[config.mk]
export PLATFORM = sky130hd
export DESIGN_NAME = mem_arbiter
export DESIGN_NICKNAME = d
export VERILOG_FILES = /design/src/rtl/mem_arbiter_pkg.sv /design/src/rtl/mem_arbiter.sv
export SDC_FILE = /design/constraint.sdc
export NUM_CORES = 1
export LEC_CHECK = 0
export ABC_CLOCK_PERIOD_IN_PS = 1600
export CAP_MARGIN = 20
export CORE_MARGIN = 1
export CORE_UTILIZATION = 36
export DETAILED_ROUTE_END_ITERATION = 10
export PLACE_DENSITY = 0.76
export SLEW_MARGIN = 20
export SYNTH_ARGS = -nofsm -noshare
export SYNTH_HDL_FRONTEND = slang
export SYNTH_SLANG_ARGS = --single-unit
[constraint.sdc]
create_clock -name clk -period 1.6 [get_ports clk]
set_clock_uncertainty 0.05 [all_clocks]
set_input_delay 0.24 -clock clk [delete_from_list [all_inputs] [get_ports clk]]
set_output_delay 0.24 -clock clk [all_outputs]
set_load 0.03 [all_outputs]
[src/rtl/mem_arbiter_pkg.sv]
// Shared CPU package: arbiter FSM state encoding and default bus widths.
//   arb_state_e    : 2-bit arbiter state (IDLE, BUSY_I, BUSY_D, RESP)
//   DEFAULT_ADDR_W : default memory address width in bits
//   DEFAULT_DATA_W : default memory data width in bits
package mem_arbiter_pkg;

    localparam int unsigned DEFAULT_ADDR_W = 32;
    localparam int unsigned DEFAULT_DATA_W = 32;

    typedef enum logic [1:0] {
        ST_IDLE   = 2'd0,
        ST_BUSY_I = 2'd1,
        ST_BUSY_D = 2'd2,
        ST_RESP   = 2'd3
    } arb_state_e;

    // Saturating increment for the data-grant streak counter.
    function automatic logic [2:0] streak_inc(input logic [2:0] cur, input logic [2:0] max);
        return (cur >= max) ? max : cur + 3'd1;
    endfunction

endpackage

[src/rtl/mem_arbiter.sv]
// mem_arbiter: shares one single-port memory between an instruction-fetch
// requester (I) and a MEM-stage load/store requester (D).
// Data wins ties until it has been granted MAX_D_STREAK times in a row while
// the instruction side waits; then instruction is granted.
// Ports:
//   clk, rst                              clock, synchronous active-high reset
//   i_req, i_addr                         instruction read request
//   i_rdata, i_ready                      fetched word, one-cycle done pulse
//   d_req, d_we, d_addr, d_wdata          data request (d_we=1 write)
//   d_rdata, d_ready                      load data, one-cycle done pulse
//   mem_req, mem_we, mem_addr, mem_wdata  registered memory command
//   mem_rdata, mem_ack                    memory read data and completion strobe
//   busy                                  high while a transaction is outstanding
module mem_arbiter
    import mem_arbiter_pkg::*;
#(
    parameter int unsigned ADDR_W       = DEFAULT_ADDR_W,
    parameter int unsigned DATA_W       = DEFAULT_DATA_W,
    parameter int unsigned MAX_D_STREAK = 2
) (
    input  logic              clk,
    input  logic              rst,
    input  logic              i_req,
    input  logic [ADDR_W-1:0] i_addr,
    output logic [DATA_W-1:0] i_rdata,
    output logic              i_ready,
    input  logic              d_req,
    input  logic              d_we,
    input  logic [ADDR_W-1:0] d_addr,
    input  logic [DATA_W-1:0] d_wdata,
    output logic [DATA_W-1:0] d_rdata,
    output logic              d_ready,
    output logic              mem_req,
    output logic              mem_we,
    output logic [ADDR_W-1:0] mem_addr,
    output logic [DATA_W-1:0] mem_wdata,
    input  logic [DATA_W-1:0] mem_rdata,
    input  logic              mem_ack,
    output logic              busy
);

    localparam logic [2:0] MAX_S = 3'(MAX_D_STREAK);

    arb_state_e        state_q, state_d;
    logic [2:0]        streak_q, streak_d;
    logic              mem_req_q, mem_req_d;
    logic              mem_we_q, mem_we_d;
    logic [ADDR_W-1:0] mem_addr_q, mem_addr_d;
    logic [DATA_W-1:0] mem_wdata_q, mem_wdata_d;
    logic [DATA_W-1:0] i_rdata_q, i_rdata_d;
    logic [DATA_W-1:0] d_rdata_q, d_rdata_d;
    logic              i_ready_q, i_ready_d;
    logic              d_ready_q, d_ready_d;

    always_comb begin
        state_d     = state_q;
        streak_d    = streak_q;
        mem_req_d   = mem_req_q;
        mem_we_d    = mem_we_q;
        mem_addr_d  = mem_addr_q;
        mem_wdata_d = mem_wdata_q;
        i_rdata_d   = i_rdata_q;
        d_rdata_d   = d_rdata_q;
        i_ready_d   = 1'b0;
        d_ready_d   = 1'b0;

        case (state_q)
            ST_IDLE: begin
                if (d_req && ((streak_q < MAX_S) || !i_req)) begin
                    state_d     = ST_BUSY_D;
                    mem_req_d   = 1'b1;
                    mem_we_d    = d_we;
                    mem_addr_d  = d_addr;
                    mem_wdata_d = d_wdata;
                    // Streak only counts while instruction is actually waiting.
                    streak_d    = i_req ? streak_inc(streak_q, MAX_S) : '0;
                end else if (i_req) begin
                    state_d     = ST_BUSY_I;
                    mem_req_d   = 1'b1;
                    mem_we_d    = 1'b0;
                    mem_addr_d  = i_addr;
                    mem_wdata_d = '0;
                    streak_d    = '0;
                end
            end
            ST_BUSY_I: begin
                if (mem_ack) begin
                    state_d   = ST_RESP;
                    mem_req_d = 1'b0;
                    i_rdata_d = mem_rdata;
                    i_ready_d = 1'b1;
                end
            end
            ST_BUSY_D: begin
                if (mem_ack) begin
                    state_d   = ST_RESP;
                    mem_req_d = 1'b0;
                    mem_we_d  = 1'b0;
                    // Stores complete without touching the load-data register.
                    if (!mem_we_q) begin
                        d_rdata_d = mem_rdata;
                    end
                    d_ready_d = 1'b1;
                end
            end
            ST_RESP: begin
                state_d = ST_IDLE;
            end
            default: begin
                state_d = ST_IDLE;
            end
        endcase
    end

    always_ff @(posedge clk) begin
        if (rst) begin
            state_q     <= ST_IDLE;
            streak_q    <= '0;
            mem_req_q   <= 1'b0;
            mem_we_q    <= 1'b0;
            mem_addr_q  <= '0;
            mem_wdata_q <= '0;
            i_rdata_q   <= '0;
            d_rdata_q   <= '0;
            i_ready_q   <= 1'b0;
            d_ready_q   <= 1'b0;
        end else begin
            state_q     <= state_d;
            streak_q    <= streak_d;
            mem_req_q   <= mem_req_d;
            mem_we_q    <= mem_we_d;
            mem_addr_q  <= mem_addr_d;
            mem_wdata_q <= mem_wdata_d;
            i_rdata_q   <= i_rdata_d;
            d_rdata_q   <= d_rdata_d;
            i_ready_q   <= i_ready_d;
            d_ready_q   <= d_ready_d;
        end
    end

    assign mem_req   = mem_req_q;
    assign mem_we    = mem_we_q;
    assign mem_addr  = mem_addr_q;
    assign mem_wdata = mem_wdata_q;
    assign i_rdata   = i_rdata_q;
    assign d_rdata   = d_rdata_q;
    assign i_ready   = i_ready_q;
    assign d_ready   = d_ready_q;
    assign busy      = (state_q != ST_IDLE);

endmodule

==> results.md <==
- R2R setup slack: 0.06 ns
- Gr ovfl total: 0
- Tcrit/Tclk final: 0.969
- Core ar.: 14,500 sq um
- Synth Area in Compound Gates: 0.237
- Area contributors post-synth: dfxtp_1 51%, a21oi_1 12%, nand2_1 12%, o21ai_0 6.2%, nand4_1 3.9%
- Top_reg_cell synth: dfxtp_1
- Fill count: 1,317
- Initial antenna violation count: 0
- RSZ-0062 raised after global routing: no
- Final TNS setup: 0 ns
- Gpl congestion: 0.771
- Rel. slew slack: 0.652
- EDFF count, synth: 0
- Worst Hold Path EP: state_q[1]$_SDFFE_PP0P_
- Largest family of logic cells by synthesized area: compound AO/OA/AOI/OAI gates
- Tot GR Track Use: 0.228
- Hold depth: 3
- Longest Clk Path Bufs: 2
- F_max: approximately 0.65 GHz
- HP Start: rst
- Vias/cell: 5.12
- Post-Place Setup Slack: -0.134 ns
- Top cell type's share of synthesized area: 0.514
- Register area share after synthesis: 0.514
- WL final: 17.8 mm
- Fin. Hold Viols: 0
- Clock slew at reported path FFs: 0.06 ns
- Data required, critical path: between 1 and 1.5 ns
- TritonCTS Sinks: approximately 140
- Startpoint Class: flip-flop
- Ant diodes: 0
- Worst-Margin Slew: 0.521 ns
- End of the worst register-to-register path: state_q[1]$_SDFFE_PP0P_
- Class of the worst hold path: in2reg
- Max Slew Vio Count: 0
- Cells after Synth: 671
- Cell Pwr Density: 1610 nW/um^2
- CTS tree: built
- Status: completed
- Die W: 124 microns
- First-pass GRT wire length: 27.0 mm
- Most common library cells after synthesis: 165 x nand2_1, 137 x dfxtp_1, 133 x a21oi_1
- Largest net degree at the start of global routing: 103
- Placed inst area: ~8400 sq um
- Min Hold Slack: 0.164 ns
- Share of layout cells above drive strength 1: 0.0878
- Later-pin clock latency in the skew report: 0.42 ns
- Crit-path max FO: 9
- Synth Area in Adders: 0.0141
- Synth Area in XOR/XNOR: 0
- Htree depth: 4
- Static leakage: 3.86 nW
- DRC: 0
- FF-to-FF path depth: 6
- Cell with the most instances after synthesis: nand2_1
- DP HPWL: 11.8 mm
- Initial core utilization: 0.368
- Final WS setup: 0.0500 ns
- CP arrival: 1.26 ns
- Die Y: 124 microns
- I/O pin cnt: between 200 and 300
- Crit path time final: around 1.5 ns
- FF+latch count, synth: 137
- Initial drt markers: about 360
- Area grow syn2layout: 69.0%
- Synth Warn #: 0
- Vias in the first global route: 5,523
- Post-route ant nets: 0
- Die area: 15,300 sq um
- Simple-gate area share of the yosys netlist: 0.173
- Post-synthesis mux area share: 0.00586
- DR WL/cell: about 16 microns
- Port bufs: 266
- Peak VDD IR: approximately 820 uV
- Synth async-reset ratio: 0
- Max cap viols: 0
- Yosys cell types: 33
- Post-Syn Area per Cell: 7.95 sq um
- Critical R2R Launch: state_q[0]$_SDFFE_PP0P_
- # nets final: 1,072
- Row cnt: 44
- Final setup fails: 0
- Post-synthesis cell area: 5330 sq um
- Via count: 5,779
- Num CTS Buffers: 17
- Post-route cell area: between 9000 and 10,000 sq um
- Worst setup EP type: output port
- Yosys top cell by area: dfxtp_1
- Syn_nets: roughly 800
- DR pass1 iterations: 7
- Total power: 0.0146 W
- Clock root cell: clkbuf_16
- Crit path kind: reg2out
- Post-CTS Hold Fix Bufs: 0
[per-layer routing]
layer  GRT usage  share of wire  up-vias
li1            -              -     2850
met1       0.254           0.40     2700
met4       0.107          0.029        0
met2       0.390           0.49      194
met3      0.0746          0.075       35
met5           0              0        -
[layout by cell type (no fill, tap or decap), types with 3 or more instances in the layout]
cell and n:
o21ai_0 65, a21oi_1 133, dlygate4sd2_1 132, a31oi_1 32
o21a_1 3, buf_4 27, ha_1 5, buf_12 14
clkdlybuf4s50_1 131, inv_1 6, dfxtp_1 135, nand4_1 33
bufinv_16 7, clkbuf_16 18, nand2_1 165
[per-stage QoR]
stage           util  cells
2_1_floorplan      -    671
3_3_place_gp   0.580   1092
3_5_place_dp   0.580   1092
4_1_cts        0.619   1124
5_1_grt        0.623   1129
6_report       0.623   1129
[registers in the layout, indices dropped and copies added, names as in the netlist]
| name | cells |
|---|---|
| i_ready | 1 |
| streak_q | 3 |
| i_rdata | 32 |
| state_q | 2 |
| mem_addr | 32 |
| mem_we | 1 |
| d_ready | 1 |
| mem_req | 1 |
| d_rdata | 32 |
| mem_wdata | 32 |
[worst max-delay path: stages, from the launching register on]
cell and delay [ns]:
dfxtp_2 0.33, inv_2 0.05, ha_4 0.16, buf_12 0.14, inv_4 0.05, buf_12 0.10
[logic make-up (layout without fill, tap and decap cells)]
family / after synthesis / in the layout
AO/OA/AOI/OAI: 240 / 240
AND/OR/NAND/NOR: 212 / 212
flip-flops: 137 / 137
buffers and inverters: 73 / 347
adder cells (fa/ha/maj): 6 / 6
multiplexers: 3 / 3
[final cells by class]
cell class | count | area [sq um] | area share
repair buffers | 306 | 2980 | 0.331
flip-flops and latches | 137 | 2750 | 0.305
multi-input cells | 461 | 2330 | 0.258
clock buffers | 20 | 447 | 0.0496
clock inverters | 12 | 245 | 0.0272
well taps | 184 | 230 | 0.0255
inverters | 9 | 36.3 | 0.00403
[what timing repair did]
| item | 4_1_cts | 5_1_grt |
|---|---|---|
| cloned | 0 | 1 |
| pin swaps | 1 | 1 |
| buffers inserted | 0 | 4 |
| endpoints found under the setup margin | 134 | 1 |
| resized for setup | 142 | 1 |
[worst max-delay path by stage]
| stage | startpoint | to | slack [ns] | cells past startpoint |
|---|---|---|---|---|
| 6_report | state_q[0]$_SDFFE_PP0P_ | busy | 0.05 | 5 |
| 5_1_grt | state_q[0]$_SDFFE_PP0P_ | state_q[1]$_SDFFE_PP0P_ | 0.002 | 6 |
| 4_1_cts | state_q[1]$_SDFFE_PP0P_ | busy | -0.1 | 5 |
| 3_5_place_dp | i_req | streak_q[0]$_SDFFE_PP0P_ | -0.13 | 5 |
| 3_3_place_gp | i_req | streak_q[2]$_SDFFE_PP0P_ | -0.09 | 5 |
| 2_1_floorplan | state_q[0]$_SDFFE_PP0P_ | state_q[1]$_SDFFE_PP0P_ | 0.001 | 6 |
[where the power goes]
group          switching (W)  internal [W]  leakage (nW)
Clock                0.00147       0.00312         0.334
Sequential          0.000286       0.00405          1.12
Combinational        0.00335       0.00227          2.40
Power figures use the tool's default switching activity.
